[src/rtl/axi_rd_burst_ctrl.sv]
// AXI read-address burst sequencer: accepts one AR request, walks its beats
// and steers the downstream decode stage so its registered address tracks the beat.
module axi_rd_burst_ctrl #(
  parameter int ADDR_W   = 32,
  parameter int MAX_SIZE = 2
) (
  input  logic              clk,
  input  logic              rst,
  input  logic              ar_valid,
  output logic              ar_ready,
  input  logic [ADDR_W-1:0] ar_addr,
  input  logic [7:0]        ar_len,
  input  logic [2:0]        ar_size,
  input  logic [1:0]        ar_burst,
  output logic              dec_select,
  output logic [ADDR_W-1:0] dec_addr,
  output logic [2:0]        dec_size,
  output logic              beat_valid,
  input  logic              beat_ready,
  output logic              beat_last,
  output logic [7:0]        beat_idx,
  output logic              beat_err
);

  // state | meaning
  // IDLE  | waiting for an AR request, ar_ready high
  // BURST | presenting beats 0..len, beat_valid high
  typedef enum logic {IDLE, BURST} state_t;

  localparam logic [2:0] MAX_SZ = 3'(MAX_SIZE);
  localparam logic [1:0] INCR   = 2'b01;

  state_t            state;
  logic [7:0]        len_q;
  logic [2:0]        size_q;
  logic [1:0]        burst_q;
  logic [ADDR_W-1:0] cur_addr;
  logic              err_q;
  logic [ADDR_W-1:0] step;
  logic              in_burst;

  assign in_burst = (state == BURST);
  assign step     = {{(ADDR_W-1){1'b0}}, 1'b1} << size_q;

  always_ff @(posedge clk) begin
    if (rst) begin
      state    <= IDLE;
      len_q    <= '0;
      size_q   <= '0;
      burst_q  <= '0;
      cur_addr <= '0;
      beat_idx <= '0;
      err_q    <= 1'b0;
    end else begin
      case (state)
        IDLE: begin
          if (ar_valid) begin
            cur_addr <= ar_addr;
            len_q    <= ar_len;
            size_q   <= ar_size;
            burst_q  <= ar_burst;
            beat_idx <= '0;
            err_q    <= ar_burst[1] || (ar_size > MAX_SZ);
            state    <= BURST;
          end
        end
        BURST: begin
          if (beat_ready) begin
            if (beat_last) begin
              state <= IDLE;
            end else begin
              beat_idx <= beat_idx + 8'd1;
              // must match the decode stage's own wrap-around increment
              if (burst_q == INCR && !err_q)
                cur_addr <= cur_addr + step;
            end
          end
        end
        default: state <= IDLE;
      endcase
    end
  end

  assign ar_ready   = (state == IDLE) && !rst;
  assign beat_valid = in_burst;
  assign beat_last  = in_burst && (beat_idx == len_q);
  assign beat_err   = in_burst && err_q;

  // Increment only on a real non-last handshake; every other cycle reloads
  // the unchanged address so stalls can never move the decode output.
  assign dec_select = in_burst && beat_ready && !beat_last && (burst_q == INCR) && !err_q;
  assign dec_addr   = in_burst ? cur_addr : ar_addr;
  assign dec_size   = rst ? 3'd0 : (in_burst ? size_q : ar_size);

endmodule

[config.mk]
export PLATFORM = sky130hd
export DESIGN_NAME = axi_rd_burst_ctrl
export DESIGN_NICKNAME = d
export VERILOG_FILES = /design/src/rtl/axi_rd_burst_ctrl.sv
export SDC_FILE = /design/constraint.sdc
export NUM_CORES = 1
export LEC_CHECK = 0
export CAP_MARGIN = 25
export CORE_ASPECT_RATIO = 0.6
export CORE_MARGIN = 1
export CORE_UTILIZATION = 33
export CTS_BUF_LIST = sky130_fd_sc_hd__clkbuf_8
export DETAILED_ROUTE_END_ITERATION = 6
export PLACE_DENSITY = 0.59
export SYNTH_ARGS = -nofsm -noshare
export SYNTH_HDL_FRONTEND = slang
export SYNTH_SLANG_ARGS = --single-unit
[constraint.sdc]
create_clock -name clk -period 3.85 [get_ports clk]
set_input_delay 0.385 -clock clk [delete_from_list [all_inputs] [get_ports clk]]
set_output_delay 0.385 -clock clk [all_outputs]
set_load 0.02 [all_outputs]
Word-level counts from Yosys, hierarchy flattened
Cells that the tools add are included.
Widths: inputs -> output; s select.
{"block": "word_totals", "register_bits": 55, "out_inout_bits": 48, "in_bits": 49}
{"block": "classes", "n_mux": 16, "add_sub_neg": 2, "magnitude_cmp": 1, "bitwise_logic": 1, "shift": 1, "n_eq_ne": 6, "n_reduce_logical": 15}
{"op": "$mux 32", "n": 5}
{"op": "$pmux 32 s2", "n": 1}
{"op": "$add 32x32->32", "n": 1}
{"op": "$shl 1x3->32 const A", "n": 1}
{"op": "$mux 8", "n": 3}
{"op": "$pmux 8 s2", "n": 1}
{"op": "$add 8x1->8 const B", "n": 1}
{"op": "$eq 8x8->1", "n": 1}
{"op": "$logic_and 1x1->1", "n": 8}
{"op": "$mux 3", "n": 2}
{"op": "$ne 2x2->1 const B", "n": 3}
{"op": "$reduce_and 4->1", "n": 1}
{"op": "$gt 3x2->1 const B", "n": 1}
{"op": "$logic_not 1->1", "n": 3}
{"op": "$mux 1", "n": 3}
{"op": "$reduce_and 3->1", "n": 1}
{"op": "$eq 2x1->1 const B", "n": 1}
{"op": "$ne 2x1->1 const B", "n": 1}
{"op": "$pmux 1 s2", "n": 1}
{"op": "$reduce_and 2->1", "n": 1}
{"op": "$logic_or 1x1->1", "n": 1}
{"op": "$not 1->1", "n": 1}

Logic depth before layout (Yosys ltp)
Gate-level depths: netlist (run 1).
{"block": "logic_depth", "ltp_word": 6, "depth_mapped": 10}

Worst setup path before layout (run 1)
Ideal clock, no wire load.
{"block": "synth_path", "kind": "flip-flop to flip-flop", "start": "reg size_q[0]", "end": "reg cur_addr[14]", "path_buffers": 1, "path_stages_with_launch": 10, "setup_ns": 0.066, "required_ns": 3.784, "path_slack_ns": 1.167, "arrival_time_ns": 2.617, "cell_sequence": "dfxtp_1 clkbuf_1 nor3b_1 fa_1 a211oi_1 o21a_1 or2_4 or4_4 mux2_4 a21oi_2"}
{"block": "synth_via", "elab_chain_len": 6}
{"element": "start: declaration", "line": "35", "source": "logic [2:0] size_q;"}
{"element": "start signal: assignment", "line": "60", "source": "size_q <= ar_size;"}
{"element": "$shl 1x3->32", "line": "43", "source": "assign step = {{(ADDR_W-1){1'b0}}, 1'b1} << size_q;"}
{"element": "$add 32x32->32", "line": "75", "source": "cur_addr <= cur_addr + step;"}
{"element": "$mux 32", "line": "74", "source": "if (burst_q == INCR && !err_q)"}
{"element": "$mux 32", "line": "69", "source": "if (beat_last) begin"}
{"element": "$mux 32", "line": "68", "source": "if (beat_ready) begin"}
{"element": "$pmux 32 s2", "line": "55", "source": "case (state)"}
{"element": "end signal: assignment", "line": "58", "source": "cur_addr <= ar_addr;"}
{"element": "end signal: assignment", "line": "75"}
{"element": "end: declaration", "line": "37", "source": "logic [ADDR_W-1:0] cur_addr;"}
Every way passes these cells. The select of a mux whose other input is x is not followed.
A chain may end at the register's enable or synchronous reset.

Worst setup path after layout (run 1)
{"block": "layout_path", "start": "reg beat_idx[3]", "end": "out dec_select"}
{"block": "layout_via", "elab_chain_len": 6}
{"element": "start: declaration", "line": "21", "source": "output logic [7:0] beat_idx,"}
{"element": "start signal: assignment", "line": "72", "source": "beat_idx <= beat_idx + 8'd1;"}
{"element": "$eq 8x8->1", "line": "86", "source": "assign beat_last = in_burst && (beat_idx == len_q);"}
{"element": "$logic_and 1x1->1", "line": "86"}
{"element": "$logic_not 1->1", "line": "91", "source": "assign dec_select = in_burst && beat_ready && !beat_last && (burst_q == INCR) && !err_q;"}
{"element": "$logic_and 1x1->1 (3 in series)", "line": "91"}
{"element": "end: declaration", "line": "15", "source": "output logic dec_select,"}
Every way passes these cells.

==> results of run 1 <==
## critical path, delay by kind of cell (launching register included)
family	cells	cell delay, ns
AO/OA/AOI/OAI	1	0.48
flip-flops	1	0.53
XOR/XNOR	1	0.16
AND/OR/NAND/NOR	2	0.56
buffers and inverters	2	0.66
## flip-flops by register name (all words and copies together), names as in the netlist
register    flops
burst_q         2
beat_idx        8
len_q           8
err_q           1
cur_addr       32
beat_valid      1
size_q          3
## cells by family (layout without fill, tap and decap cells)
group	after synthesis	count (layout)	synth area share [%]
multiplexers	34	34	9.82
AND/OR/NAND/NOR	184	184	22.6
XOR/XNOR	18	18	4.12
AO/OA/AOI/OAI	135	135	25.4
flip-flops	55	55	28.8
buffers and inverters	46	123	5.83
adder cells (fa/ha/maj)	10	10	3.47
## placed cells by master (no fill, tap or decap), types with 4 or more instances in the layout
cell type / instances
sky130_fd_sc_hd__o211ai_1: 4
sky130_fd_sc_hd__nor3_1: 10
sky130_fd_sc_hd__o32ai_1: 4
sky130_fd_sc_hd__nand4_1: 12
sky130_fd_sc_hd__mux2_2: 24
sky130_fd_sc_hd__mux2i_1: 9
sky130_fd_sc_hd__or4_1: 7
sky130_fd_sc_hd__a21o_1: 8
sky130_fd_sc_hd__dfxtp_1: 54
sky130_fd_sc_hd__a22oi_1: 4
sky130_fd_sc_hd__inv_1: 12
sky130_fd_sc_hd__clkdlybuf4s50_1: 95
sky130_fd_sc_hd__nand2_1: 78
sky130_fd_sc_hd__xnor2_1: 17
sky130_fd_sc_hd__a21oi_1: 38
sky130_fd_sc_hd__clkbuf_8: 5
sky130_fd_sc_hd__a31oi_1: 11
sky130_fd_sc_hd__o21ai_0: 13
sky130_fd_sc_hd__nor2_1: 37
sky130_fd_sc_hd__nor3b_1: 4
sky130_fd_sc_hd__ha_1: 9
sky130_fd_sc_hd__a211oi_1: 14
sky130_fd_sc_hd__buf_4: 7
sky130_fd_sc_hd__nand3_1: 19
## worst paths after layout
path | endpoint | slack (ns) | cells after the start
min | len_q[6] | 0.46 | 2
min reg2reg | burst_q[1] | 0.47 | 2
max reg2reg | cur_addr[18] | 0.99 | 8
max | dec_select | 0.75 | 6
## power groups by stage
stage / Sequential (mW) / Combinational [mW] / Clock (mW)
CTS: 0.650 / 0.441 / 0.373
global route: 0.657 / 0.477 / 0.396
detailed placement: 0.663 / 0.437 / 0
finish: 0.652 / 0.440 / 0.365
global placement: 0.662 / 0.435 / 0
floorplan: 0.644 / 0.270 / 0
## per-layer routing
metal,vias to the layer above,track usage [%]
li1,1939,-
met1,1898,33.4
met2,129,28.7
met3,7,4.18
met4,0,2.37
met5,-,0
## stage by stage
stage	cells	hold slack, ns	setup slack (ns)	power, mW	utilization, %
floorplan	482	0.436	1.17	0.914	-
CTS	719	0.457	0.753	1.46	43.9
detailed placement	711	0.455	1.01	1.10	43.0
finish	719	0.460	0.745	1.46	43.9
global route	719	0.472	0.600	1.53	43.9
global placement	711	0.453	1.12	1.10	43.0
## layout make-up
class,instances,area (um2),share of cell area (%)
Multi-Input combinational cell,381,2500,50.5
Clock buffer,5,68.8,1.39
Sequential cell,55,1100,22.2
Tap cell,160,200,4.04
Inverter,12,45.0,0.909
Timing Repair Buffer,103,1010,20.4
Clock inverter,3,28.8,0.581
==> flow_metrics.tcl, run 1 <==
set metrics [dict create \
    yosys.cell_count.top_type "sky130_fd_sc_hd__nand2_1" \
    vdd_ir_max_uv 139 \
    final_hold_viol_count 0 \
    synth.yosys.seq_area_share_pct 28.8 \
    run_status "finished, final reports clean" \
    hold_start "rst" \
    fillers 1102 \
    switching_share_pct 34.7 \
    first_global_vias 3690 \
    post-synth-top-area-cell "sky130_fd_sc_hd__dfxtp_1" \
    report.final.slew_viol_count 0 \
    power.static_leakage_nw 1.72 \
    grt_start_max_net_pins 50 \
    net-switching-power_uw 506 \
    netlist_top_cells_count "78 x sky130_fd_sc_hd__nand2_1, 55 x sky130_fd_sc_hd__dfxtp_1, 38 x sky130_fd_sc_hd__a21oi_1, 37 x sky130_fd_sc_hd__nor2_1, 24 x sky130_fd_sc_hd__mux2_2" \
    ys_ff_latch 55 \
    clkLatencyLatePin_ns 0.33 \
    post_cts_buffers 0 \
    async_flop_share_pct 0 \
    min_period_over_period_pct 80.6 \
    drt-pass1-iter-count 4 \
    number_of_antenna_cells_inserted 0 \
    floorplan.core_area_um2 11300 \
    synthesis.area_per_instance_um2 7.93 \
    place_congestion 0.895 \
    crit_required_ns 3.46 \
    crit_chain "xnor2_1, nand4_1, o311a_4, nand3_2, inv_1, clkdlybuf4s50_1" \
    areaGrowthSynthToFinish_pct 29.6 \
    yosysTopAreaCellShare_pct 28.8 \
    cts_tree "yes" \
    cts_max_level 2 \
    floorplan.die.height_um 85.4 \
    power.sequential.fraction_pct 44.8 \
    postRouteWirelength_mm 12.3 \
    clkPwrFrac_pct 25.0 \
    reg_to_reg_critical_path_startpoint "size_q[0]" \
    grt_setup_unrepaired "no" \
    numClockSinks 55 \
    timing.critical_path.fanout_max 17 \
    critPathCaptureType "output pin" \
    synth_cells 482 \
    track_usage_pct 20.9 \
    internal_power_uw 951 \
    buffer_cell_driving_the_clock_tree_root "sky130_fd_sc_hd__clkbuf_8" \
    highest-signal-layer "met4" \
    dp_hpwl_mm 9.12 \
    critical_path.startpoint_type "flop" \
    cts_buffer_depth 2 \
    fmax_ghz 0.322 \
    design_area_um2 4950 \
    cts_hold_buffers 0 \
    grt.overflow.total 0 \
    drtAntennaViolNets 0 \
    port_buffers 96 \
    die_w_um 141 \
    dominantRegCellSynth "sky130_fd_sc_hd__dfxtp_1" \
    finalClockSkew_ns 0.00817 \
    drt-vias-per-instance 5.53 \
    io-pin-count 97 \
    nets 617 \
    arrival_ns 2.72 \
    critical_path.max_stage_delay_ns 0.55 \
    post_synth_main_area_contributors "sky130_fd_sc_hd__dfxtp_1 29%, sky130_fd_sc_hd__nand2_1 7.7%, sky130_fd_sc_hd__mux2_2 7.1%, sky130_fd_sc_hd__a21oi_1 5.0%, sky130_fd_sc_hd__xnor2_1 3.9%" \
    met3RoutedLength_um 710 \
    synth_nets 541 \
    critPathLaunch "beat_idx[3]" \
    max_slew_margin_pct 41.7 \
    synthesis.yosys.warnings 0 \
    drive_gt1_share_pct 9.66 \
    fin_setup_tns_ns 0 \
    setup.worst_path.class "flop to output pin" \
    cts_repair_resize_count 0 \
    synth_enable_flop_cells 0 \
    worst_min_path_class "input port to flop" \
    layout_min_cycle_time_ns 3.10 \
    vias 3973 \
    finalSetupViolations 0 \
    initial_core_util_pct 33.8 \
    power.share.combinational_pct 30.2 \
    power-per-cell-area_nw_per_um2 294 \
    rows 30 \
    post_route_drc_violation_count 0 \
    area_post_placement_um2 4860 \
    detailedRoute.firstIterationViolations 272 \
    clock_buffer_count_from_cts 5 \
    wl_met2_mm 4.70 \
    routedLengthMet1_mm 6.80 \
    cts.reportedPaths.clkPinSlew_ns 0.12 \
    route.detailed.wl_per_inst_um 17.1 \
    grt_antenna_before_repair 0 \
    first_pass_grt_wire_length_mm 19.9 \
    post_synth_num_cell_types 68 \
    critPathSlowestCell "sky130_fd_sc_hd__clkdlybuf4s50_1" \
    drv.max_cap_violation_count 0 \
    design.die.area_um2 12000 \
    tightest_slew_ns 0.874 \
    syn-cell-area_um2 3820 \
]
No activity file was read; power rests on OpenSTA's default activity.
==> inputs of run 2 (changes only) <==
- PLACE_DENSITY: 0.59 -> 0.61
- clock period: 3.85 -> 2.66 ns (I/O delays scaled with it)
==> run 2 against run 1 <==
First-iteration DRC count increased by 59%. Non-clock buffer count increased by 25. Count of clock-buffer cells in the layout unchanged. Final cell count increased by 3.5%. Via count increased by 3.4%. Utilization increased by 2.9 points. Wire length increased by 2.9%. Sequential power increased by 45%. Largest cell class unchanged. Die area unchanged. Highest routed layer unchanged.
==> flow_metrics.tcl, run 2 (same netlist as run 1, synthesis figures left out) <==
set metrics [dict create \
    first_global_vias 3786 \
    buffer_cell_driving_the_clock_tree_root "sky130_fd_sc_hd__clkbuf_8" \
    first_pass_grt_wire_length_mm 19.9 \
    max_slew_margin_pct 42.3 \
    post_route_drc_violation_count 0 \
    vdd_ir_max_uv 279 \
    detailedRoute.firstIterationViolations 432 \
    die_w_um 141 \
    vias 4110 \
    io-pin-count 97 \
    setup.worst_path.class "flop to flop" \
    worst-r2r-cell-count 8 \
    largestRegisters "cur_addr: 32 flops, beat_idx: 8 flops, len_q: 8 flops" \
    largest_register_ff_count 32 \
    grt.overflow.total 0 \
    final_common_cell "sky130_fd_sc_hd__clkdlybuf4s50_1" \
    finalCoreUtilization_pct 46.8 \
    rows 30 \
    dp_hpwl_mm 9.23 \
    numClockSinks 55 \
    reg_to_reg_critical_path_startpoint "size_q[2]" \
    clkLatencyLatePin_ns 0.32 \
    hold_worst_path_end "cur_addr[2]" \
    cts_tree "yes" \
    finalSetupViolations 0 \
    hold-path-cell-count 2 \
    arrival_ns 2.87 \
    worst_min_path_class "input port to flop" \
    place_worst_setup_slack_ns -0.0477 \
    grt_antenna_before_repair 0 \
    drtAntennaViolNets 0 \
    nets 642 \
    cts_buffer_depth 2 \
    route.detailed.wl_per_inst_um 17.0 \
    drive_gt1_share_pct 17.0 \
    critPathCaptureType "flop" \
    fmax_ghz 0.383 \
    track_usage_pct 21.0 \
    cts_max_level 2 \
    tightest_slew_ns 0.866 \
    worst_r2r_endpoint "cur_addr[14]" \
    power-per-cell-area_nw_per_um2 410 \
    areaGrowthSynthToFinish_pct 38.2 \
    drv.max_cap_violation_count 0 \
    most_frequent_cells_in_the_layout "94 x sky130_fd_sc_hd__clkdlybuf4s50_1, 78 x sky130_fd_sc_hd__nand2_1, 48 x sky130_fd_sc_hd__dfxtp_1, 37 x sky130_fd_sc_hd__a21oi_1, 36 x sky130_fd_sc_hd__nor2_1" \
    design.die.area_um2 12000 \
    clock_buffer_count_from_cts 5 \
    grt_start_max_net_pins 45 \
    layout_min_cycle_time_ns 2.61 \
    drt-pass1-iter-count 5 \
    final_hold_viol_count 0 \
    place_congestion 0.836 \
    floorplan.core_area_um2 11300 \
    floorplan.die.height_um 85.4 \
    timing.critical_path.fanout_max 10 \
    cts.reportedPaths.clkPinSlew_ns 0.11 \
    layout_setup_ws_ns 0.0523 \
    largest_register "cur_addr" \
    port_buffers 96 \
    postRouteWirelength_mm 12.6 \
    min_period_over_period_pct 98.0 \
    crit_required_ns 2.92 \
    drt-vias-per-instance 5.52 \
    critical_path.startpoint_type "flop" \
    run_status "finished, final reports clean" \
    number_of_antenna_cells_inserted 0 \
    power.static_leakage_nw 1.87 \
    r2r_setup_slack_ns 0.05 \
    hold_start "rst" \
    initial_core_util_pct 33.8 \
    finalClockSkew_ns 0.00716 \
    fillers 1088 \
    report.final.slew_viol_count 0 \
    grt_setup_unrepaired "yes" \
    fin_setup_tns_ns 0 \
]
[run 2: how the worst max path moves through the flow]
stage	startpoint	endpoint	cells past startpoint
final	size_q[2]	cur_addr[14]	8
after global routing	size_q[0]	cur_addr[25]	10
after CTS	size_q[0]	cur_addr[14]	9
after detailed placement	size_q[0]	cur_addr[14]	8
after global placement	size_q[0]	cur_addr[14]	9
after floorplan	size_q[0]	cur_addr[14]	9
[run 2: worst max-delay path, cell delays in order (launching register included)]
cell and delay, ns:
sky130_fd_sc_hd__dfxtp_4 0.41, sky130_fd_sc_hd__nor3b_2 0.16, sky130_fd_sc_hd__ha_1 0.33, sky130_fd_sc_hd__o21ai_0 0.18, sky130_fd_sc_hd__o21a_2 0.29, sky130_fd_sc_hd__or2_4 0.25, sky130_fd_sc_hd__or4_4 0.49, sky130_fd_sc_hd__mux2_4 0.31
sky130_fd_sc_hd__a21oi_2 0.12
[run 2: final cells by class]
type	instances	area [um2]	area share, %
multi-input combinational	381	2600	49.2
timing repair buffer	128	1220	23.1
sequential	55	1120	21.2
tap	160	200	3.79
clock buffer	5	68.8	1.30
inverter	12	45.0	0.853
clock inverter	3	33.8	0.640
[run 2: what timing repair did]
action | in CTS | in global routing
setup buffers | 1 | 9
setup endpoints to repair | 6 | 17
pin swaps | 1 | 10
hold buffers | 0 | 0
resized for setup | 6 | 27
[run 2: per-stage QoR]
stage,hold slack (ns),area (um2),power [mW],std cells
2_1_floorplan,0.379,3830,1.32,482
3_3_place_gp,0.445,4990,1.61,726
3_5_place_dp,0.451,4990,1.61,726
4_1_cts,0.182,5110,2.15,735
5_1_grt,0.197,5280,2.27,744
6_report,0.198,5280,2.17,744
[run 2: where the power goes]
part	switching (mW)	internal, mW	leakage, nW
Clock	0.329	0.199	0.0515
Combinational	0.350	0.345	1.37
Sequential	0.0687	0.875	0.455
Total	0.748	1.42	1.87
[run 2: layer usage]
metal | routed length, um | vias up | global-route usage (%)
met1 | 6690 | 1946 | 33.1
li1 | - | 1989 | -
met5 | 0 | - | 0
met2 | 4930 | 167 | 28.9
met3 | 929 | 8 | 4.06
met4 | 78 | 0 | 4.05
